**src/rtl/sample_accumulator_if.sv**
```systemverilog
// Sample stream in, window-sum stream out, plus fill status.
// slave is the accumulator side; master is the producer/consumer side.
interface sample_accumulator_if #(
    parameter int DIV_LOG2     = 3,
    parameter int SAMPLE_WIDTH = 32,
    parameter int SUM_WIDTH    = SAMPLE_WIDTH + DIV_LOG2
);
    logic [SAMPLE_WIDTH-1:0] din;
    logic                    din_valid;
    logic                    din_ready;
    logic                    flush;
    logic [SUM_WIDTH-1:0]    dout;
    logic                    dout_valid;
    logic                    dout_ready;
    logic [DIV_LOG2-1:0]     fill_count;

    modport slave (
        input  din, din_valid, flush, dout_ready,
        output din_ready, dout, dout_valid, fill_count
    );

    modport master (
        output din, din_valid, flush, dout_ready,
        input  din_ready, dout, dout_valid, fill_count
    );
endinterface

```
**src/rtl/sample_accumulator.sv**
```systemverilog
// Sums windows of 2^DIV_LOG2 unsigned samples and hands each sum downstream
// through a one-entry valid/ready output register.
module sample_accumulator #(
    parameter int DIV_LOG2     = 3,
    parameter int SAMPLE_WIDTH = 32,
    parameter int SUM_WIDTH    = SAMPLE_WIDTH + DIV_LOG2
) (
    input  logic                  clk,
    input  logic                  reset,
    sample_accumulator_if.slave   bus
);
    logic [SUM_WIDTH-1:0] acc;
    logic [SUM_WIDTH-1:0] sum_next;
    logic                 last;
    logic                 in_hs;
    logic                 out_hs;

    assign last     = &bus.fill_count;
    assign sum_next = acc + SUM_WIDTH'(bus.din);

    // Only the window-closing sample has to wait for the output slot.
    assign bus.din_ready = !reset && !bus.flush &&
                           (!last || !bus.dout_valid || bus.dout_ready);
    assign in_hs  = bus.din_valid && bus.din_ready;
    assign out_hs = bus.dout_valid && bus.dout_ready;

    always_ff @(posedge clk) begin
        if (reset) begin
            acc            <= '0;
            bus.fill_count <= '0;
            bus.dout       <= '0;
            bus.dout_valid <= 1'b0;
        end else begin
            if (bus.flush) begin
                acc            <= '0;
                bus.fill_count <= '0;
            end else if (in_hs) begin
                if (last) begin
                    acc            <= '0;
                    bus.fill_count <= '0;
                    bus.dout       <= sum_next;
                end else begin
                    acc            <= sum_next;
                    bus.fill_count <= bus.fill_count + DIV_LOG2'(1);
                end
            end
            // A new sum landing on the delivery cycle keeps valid high.
            if (in_hs && last)
                bus.dout_valid <= 1'b1;
            else if (out_hs)
                bus.dout_valid <= 1'b0;
        end
    end
endmodule

```
**src/flat_wrapper.sv**
```systemverilog
// flat-port wrapper written by rule: the top's interface ports become plain ports
module sample_accumulator_flat 
#(
    parameter int DIV_LOG2     = 3,
    parameter int SAMPLE_WIDTH = 32,
    parameter int SUM_WIDTH    = SAMPLE_WIDTH + DIV_LOG2
)
  (clk, reset, bus_din, bus_din_valid, bus_flush, bus_dout_ready, bus_din_ready, bus_dout, bus_dout_valid, bus_fill_count);
  sample_accumulator_if #(.DIV_LOG2(DIV_LOG2), .SAMPLE_WIDTH(SAMPLE_WIDTH), .SUM_WIDTH(SUM_WIDTH)) bus_i ();
  input  logic clk;
  input  logic reset;
  input wire logic [$bits(bus_i.din)-1:0] bus_din;
  input wire logic [$bits(bus_i.din_valid)-1:0] bus_din_valid;
  input wire logic [$bits(bus_i.flush)-1:0] bus_flush;
  input wire logic [$bits(bus_i.dout_ready)-1:0] bus_dout_ready;
  output wire logic [$bits(bus_i.din_ready)-1:0] bus_din_ready;
  output wire logic [$bits(bus_i.dout)-1:0] bus_dout;
  output wire logic [$bits(bus_i.dout_valid)-1:0] bus_dout_valid;
  output wire logic [$bits(bus_i.fill_count)-1:0] bus_fill_count;
  assign bus_i.din = bus_din;
  assign bus_i.din_valid = bus_din_valid;
  assign bus_i.flush = bus_flush;
  assign bus_i.dout_ready = bus_dout_ready;
  assign bus_din_ready = bus_i.din_ready;
  assign bus_dout = bus_i.dout;
  assign bus_dout_valid = bus_i.dout_valid;
  assign bus_fill_count = bus_i.fill_count;
  sample_accumulator #(.DIV_LOG2(DIV_LOG2), .SAMPLE_WIDTH(SAMPLE_WIDTH), .SUM_WIDTH(SUM_WIDTH)) u_core (.clk(clk), .reset(reset), .bus(bus_i));
endmodule
```
**config.mk**
```make
export PLATFORM = sky130hd
export DESIGN_NAME = sample_accumulator_flat
export DESIGN_NICKNAME = d
export VERILOG_FILES = /design/src/rtl/sample_accumulator_if.sv /design/src/rtl/sample_accumulator.sv /design/src/flat_wrapper.sv
export SDC_FILE = /design/constraint.sdc
export NUM_CORES = 1
export LEC_CHECK = 0
export CAP_MARGIN = 20
export CORE_UTILIZATION = 48
export CTS_CLUSTER_SIZE = 8
export DETAILED_ROUTE_END_ITERATION = 8
export GPL_TIMING_DRIVEN = 1
export PLACE_DENSITY = 0.81
export SLEW_MARGIN = 20
export SYNTH_ARGS = -nofsm -noshare
export SYNTH_HDL_FRONTEND = slang
export SYNTH_SLANG_ARGS = --single-unit
```
**constraint.sdc**
```tcl
create_clock -name clk -period 2.6 [get_ports clk]
set_input_delay 0.39 -clock clk [delete_from_list [all_inputs] [get_ports clk]]
set_output_delay 0.39 -clock clk [all_outputs]
set_load 0.02 [all_outputs]
```
==> results_dict.tcl, run 1 <==
set metrics [dict create \
    syn_area_per_cell_um2 8.07 \
    reg2reg_from "u_core.acc[0]" \
    timing.hold.ws_ps 459 \
    viasPerCell 5.81 \
    detail-route-antenna-nets 0 \
    grt_pass1_wl_mm 21.0 \
    synth_edf_count 0 \
    grt_usage_pct 27.4 \
    h-tree-depth 3 \
    wl_mm 13.5 \
    fin_cells 807 \
    start_util_pct 49.9 \
    portBuffers 76 \
    clkTransAtPathRegs_ps 90 \
    grt_max_degree 38 \
    yosys.area.top_type "dfxtp_1" \
    rsz0062_at_grt "yes" \
    power_switching_w 0.000739 \
    fin_crit_ps 2660 \
    syn_nets 617 \
    sw_frac_of_total_pct 26.8 \
    final_cell_area_um2 6490 \
    postSynthCellCount 545 \
    die_y_um 97.7 \
    vias 4686 \
    p_seq_share_pct 42.3 \
    crit_arrival_ps 2910 \
    place.gp.congestion 0.937 \
    hold_viol 0 \
    remaining_drc_errors 12 \
    area_growth_pct 47.7 \
    ys_ff_latch 74 \
    max_freq_mhz 376 \
    place_ws_ps -646 \
    combPwrFrac_pct 20.1 \
    synth.distinct_cells 59 \
    core-area_um2 8810 \
    dp_hpwl_mm 9.23 \
    peakVddDrop_mv 0.260 \
    pwr-share-clk_pct 37.6 \
    die_area_um2 9540 \
    pwr_density_cell_nw_per_um2 424 \
    postCtsHoldBufs 0 \
    place_area_um2 5830 \
    drt_pre_antenna_iters 7 \
    cts_made_buffers 9 \
    cap_viol_max_count 0 \
    leakagePower_nw 2.80 \
    maxSlewViolCount 0 \
    antenna_found_initial 0 \
    hp-class "flip-flop to flip-flop" \
    synth_area_um2 4400 \
    violations "DRC, setup timing" \
    slew_headroom_pct 71.6 \
    synth_top_area_share_pct 33.7 \
    cp-startpoint "u_core.acc[0]" \
    yosysSeqAreaShare_pct 33.7 \
    setup_tns_ps -185 \
    period_share_pct 102 \
    hold_start "u_core.bus.dout[6]" \
    dpl.cell_count 787 \
    clk_latency_ps 360 \
    grt_overflow 0 \
    yosysWarningCount 0 \
    ctsRootBufferMaster "clkbuf_8" \
    cts_tree "done" \
    setup_viol 7 \
    diodes 0 \
    synth-async-reset-ratio_pct 0 \
    start_kind "flip-flop" \
    worstPathMaxFanout 4 \
    status "finished with violations" \
    p_int_w 0.00201 \
    crit_type "flip-flop to flip-flop" \
    io_pins 77 \
    synth_ff_type "dfxtp_1" \
    die_w_um 97.7 \
    synth_area_leaders "dfxtp_1 (34%), ha_1 (9.7%), a21oi_1 (7.5%)" \
    drt_iter0_drc 252 \
    layout-drive-gt1-share_pct 23.3 \
    drt-wirelength-per-cell_um 16.7 \
    crit_required_ps 2850 \
    setup_slack_ps -60.0 \
    clock-skew-final_ps 11.7 \
    grt_pass1_vias 4484 \
    clock_path_buffers 2 \
    cp-end-kind "flip-flop" \
    layout.nets 767 \
    cts_sinks 74 \
    fp-row-count 34 \
    tightest_slew_ps 425 \
]
[layout by cell type, fill, tap and decap left out, drive strengths merged, types with 10 or more instances in the layout]
cell / n
a21o: 18
a21oi: 66
a22oi: 12
buf: 88
clkbuf: 11
clkdlybuf4s50: 64
dfxtp: 74
ha: 34
inv: 11
nand2: 73
nand3: 20
nor2: 49
o21ai: 26
xnor2: 13
xor2: 10
[path summary, 6_finish.rpt]
| kind | slack (ps) | endpoint | cells after the start |
|---|---|---|---|
| setup reg to reg | -60 | u_core.acc[22] | 11 |
| hold reg to reg | 460 | u_core.bus.dout[6] | 2 |
| hold / removal | 460 | u_core.bus.dout[6] | 2 |
| setup / recovery | -60 | u_core.acc[22] | 11 |
[area by class of cell]
cell class	count	area (µm²)
Fill cell	668	2310
Clock inverter	4	73.8
Inverter	10	37.5
Sequential cell	74	1480
Clock buffer	11	151
Timing Repair Buffer	164	1460
Tap cell	108	135
Multi-Input combinational cell	436	3150
[layer usage]
| metal | vias to the layer above | global-route usage [%] | wire length (µm) |
|---|---|---|---|
| met5 | - | 0 | 0 |
| met4 | 0 | 13.1 | 392 |
| met3 | 43 | 3.96 | 699 |
| met2 | 156 | 45.3 | 6470 |
| met1 | 2210 | 35.0 | 5920 |
| li1 | 2277 | - | - |
[what timing repair did]
| action | 4_1_cts | 5_1_grt |
|---|---|---|
| gates resized for setup | 33 | 41 |
| buffers inserted | 3 | 2 |
| pin swaps | 22 | 36 |
| endpoints found under the setup margin | 28 | 37 |
[worst max-delay path, cell delays in order, from the launching register on]
cell and delay, ps:
dfxtp_2 340, ha_4 160, inv_2 60, fa_2 230, nor2b_4 50, o31a_1 270
o311a_4 370, o21ai_4 170, a21oi_2 90, o21a_1 200, or3_4 340, a32o_1 260
[synth_stat cells, types with 2 or more instances]
library cell,count
xnor2_1,13
o31ai_1,3
a22oi_1,12
inv_1,10
or4_1,2
nor3b_1,7
nand3b_1,2
xor2_1,10
and3_1,4
o21bai_1,5
a211o_1,2
nor3_1,7
a32o_1,6
nand3_1,20
nor2_1,49
ha_1,34
nor2b_1,4
nand2_1,73
and2_1,3
o21a_1,7
a31o_2,3
o21ai_0,21
or2_2,3
o211a_1,2
nand4_1,2
a22o_1,9
clkbuf_1,20
a211oi_1,4
or3_2,2
a31oi_1,7
or3_1,6
nand2b_1,3
dfxtp_1,74
a21oi_1,66
and4_1,3
o21ai_1,4
buf_2,5
a21o_1,17
[power by group through the flow]
stage	Sequential, W	Combinational [W]	Clock, W
after detailed placement	0.00119	0.000489	0
after CTS	0.00116	0.000510	0.00105
after global routing	0.00117	0.000596	0.00110
final	0.00116	0.000552	0.00104
after floorplan	0.00119	0.000275	0
after global placement	0.00119	0.000477	0
[sequential cells by signal (all words and copies together) (netlist names)]
signal and flops:
u_core.acc 35, u_core.bus.dout 35, u_core.bus.dout_valid 1, u_core.bus.fill_count 3
[kinds of logic (layout without fill, tap and decap cells)]
group	count (synthesis)	after routing	share of synthesized area [%]
AOI/OAI and AO/OA	181	181	27.2
DFF	74	74	33.7
adders and majority gates	35	35	10.1
and+or+nand+nor	197	197	21.3
buffers and inverters	35	189	3.13
xor gates and xnor gates	23	23	4.58
[metrics by stage]
step | utilization, % | power, W
floorplan | - | 0.00146
global placement | 66.2 | 0.00166
detailed placement | 66.2 | 0.00168
CTS | 70.9 | 0.00272
global route | 73.7 | 0.00286
finish | 73.7 | 0.00275
Power figures use the tool's default switching activity.
==> run 2, diff against run 1 <==
--- a/config.mk
+++ b/config.mk
@@ -6,11 +6,12 @@
 export NUM_CORES = 1
 export LEC_CHECK = 0
 export CAP_MARGIN = 20
-export CORE_UTILIZATION = 48
+export CORE_UTILIZATION = 50
 export CTS_CLUSTER_SIZE = 8
 export DETAILED_ROUTE_END_ITERATION = 8
+export DONT_BUFFER_PORTS = 1
 export GPL_TIMING_DRIVEN = 1
-export PLACE_DENSITY = 0.81
+export PLACE_DENSITY = 0.72
 export SLEW_MARGIN = 20
 export SYNTH_ARGS = -nofsm -noshare
 export SYNTH_HDL_FRONTEND = slang
==> results_dict.tcl, run 2 (same netlist as run 1, synthesis figures left out) <==
set metrics [dict create \
    fin_crit_ps 2600 \
    leakagePower_nw 2.15 \
    drt_iter0_drc 165 \
    h-tree-depth 3 \
    area_growth_pct 14.8 \
    max_freq_mhz 385 \
    portBuffers 0 \
    layout.nets 642 \
    cp_cell_sequence "ha_4 > inv_2 > fa_2 > nor2b_2 > o31a_1 > o311a_4 > o21ai_1 > a21oi_1 > or3_1 > a32o_1" \
    power_switching_w 0.000663 \
    setup_tns_ps 0 \
    peakVddDrop_mv 0.215 \
    p_int_w 0.00188 \
    crit_type "flip-flop to flip-flop" \
    combPwrFrac_pct 15.2 \
    vias 4100 \
    remaining_drc_errors 0 \
    cts_made_buffers 9 \
    slew_headroom_pct 60.7 \
    diodes 0 \
    cp-end-kind "flip-flop" \
    reg_top3 "u_core.acc (35), u_core.bus.dout (35), u_core.bus.fill_count (3)" \
    fp-row-count 33 \
    drt_pre_antenna_iters 5 \
    io_pins 77 \
    tightest_slew_ps 588 \
    grt_pass1_vias 3974 \
    critPathBufInv 1 \
    clk_latency_ps 350 \
    start_kind "flip-flop" \
    start_util_pct 52.4 \
    viasPerCell 6.03 \
    core-area_um2 8380 \
    cap_viol_max_count 0 \
    crit_family "compound AO/OA/AOI/OAI gates" \
    busiest_layer "met2" \
    postCtsHoldBufs 0 \
    die_y_um 95.8 \
    die_area_um2 9170 \
    clkTransAtPathRegs_ps 80 \
    cts_sinks 74 \
    pwr-share-clk_pct 39.1 \
    layout_common_cells "nand2_1 (73), dfxtp_1 (73), a21oi_1 (63)" \
    layout-drive-gt1-share_pct 15.3 \
    slowest_delay_ps 400 \
    drt-wirelength-per-cell_um 16.8 \
    grt_overflow 0 \
    use_met2_pct 43.3 \
    r2r_setup_slack_ps 2 \
    worstPathMaxFanout 5 \
    place_ws_ps -167 \
    clock_path_buffers 2 \
    use_met1_pct 31.8 \
    crit_arrival_ps 2840 \
    ctsRootBufferMaster "clkbuf_8" \
    wl_mm 11.4 \
    p_seq_share_pct 45.6 \
    die_w_um 95.8 \
    sw_frac_of_total_pct 26.0 \
    cts_tree "done" \
    rsz0062_at_grt "yes" \
    setup_viol 0 \
    period_share_pct 99.9 \
    grt_use_met3_pct 6.32 \
    hp-class "input port to flip-flop" \
    dp_hpwl_mm 8.39 \
    clock-skew-final_ps 9.96 \
    crit_required_ps 2840 \
    maxSlewViolCount 0 \
    grt_usage_pct 25.8 \
    pwr_density_cell_nw_per_um2 505 \
    final_cell_area_um2 5050 \
    status "complete, no violations" \
    grt_max_degree 39 \
    place.gp.congestion 0.914 \
    setup_slack_ps 2.05 \
    antenna_found_initial 0 \
    cpMaxStageDelayCell "o311a_4" \
    place_area_um2 4720 \
    grt_pass1_wl_mm 18.3 \
    detail-route-antenna-nets 0 \
    hold_viol 0 \
]
run 2: cell count changes in the layout (fill, tap and decap cells not counted), sizes merged:
cell / before / now
buf: 88 / 39
clkdlybuf4s50: 64 / 0
clkinv: 1 / 2
clkinvlp: 0 / 1
dlygate4sd2: 3 / 0
dlymetal6s2s: 9 / 0
inv: 11 / 10
run 2: per-layer routing:
layer	share of wire (%)	wire [µm]
met4	1.9	215
met3	6.2	705
met1	45	5190
met2	47	5320
met5	0	0
run 2: what timing repair did:
action / in CTS / in global routing
hold endpoints to repair: 0 / 0
endpoints found under the setup margin: 5 / 22
pin swaps: 1 / 7
resized for setup: 2 / 19
cloned: 0 / 0
setup buffers: 0 / 0
run 2: power by group through the flow:
stage | clock [W] | sequential, W | combinational (W)
final | 0.000996 | 0.00116 | 0.000388
after global routing | 0.00105 | 0.00116 | 0.000430
after CTS | 0.00101 | 0.00116 | 0.000373
after detailed placement | 0 | 0.00119 | 0.000368
after global placement | 0 | 0.00119 | 0.000363
after floorplan | 0 | 0.00119 | 0.000275
run 2: worst paths after layout:
| kind | from | to | cells after the start |
|---|---|---|---|
| max | u_core.acc[0] | u_core.acc[20] | 10 |
| min | reset | u_core.bus.dout[29] | 1 |
| max reg2reg | u_core.acc[0] | u_core.acc[20] | 10 |
| min reg2reg | u_core.acc[27] | u_core.acc[27] | 2 |
run 2: through the flow:
| step | cells | utilization, % | hold slack, ps | power (W) |
|---|---|---|---|---|
| 2_1_floorplan | 545 | - | 429 | 0.00146 |
| 5_1_grt | 680 | 60.2 | 84.3 | 0.00265 |
| 3_5_place_dp | 664 | 56.3 | 466 | 0.00156 |
| 6_report | 680 | 60.2 | 102 | 0.00255 |
| 4_1_cts | 680 | 59.1 | 84.1 | 0.00255 |
| 3_3_place_gp | 664 | 56.3 | 452 | 0.00155 |
run 2: layout make-up:
type,count,area [µm²]
inverter,10,37.5
multi-input combinational,436,2880
tap,105,131
clock inverter,5,77.6
clock buffer,11,141
timing repair buffer,39,293
fill,745,3330
sequential,74,1480
run 2: worst reg2reg max path, delay by kind of cell (launching register included):
kind / cells / cell delay (ps)
AOI/OAI and AO/OA: 5 / 1290
adders and majority gates: 2 / 370
DFF: 1 / 340
buffers and inverters: 1 / 50
and+or+nand+nor: 2 / 440
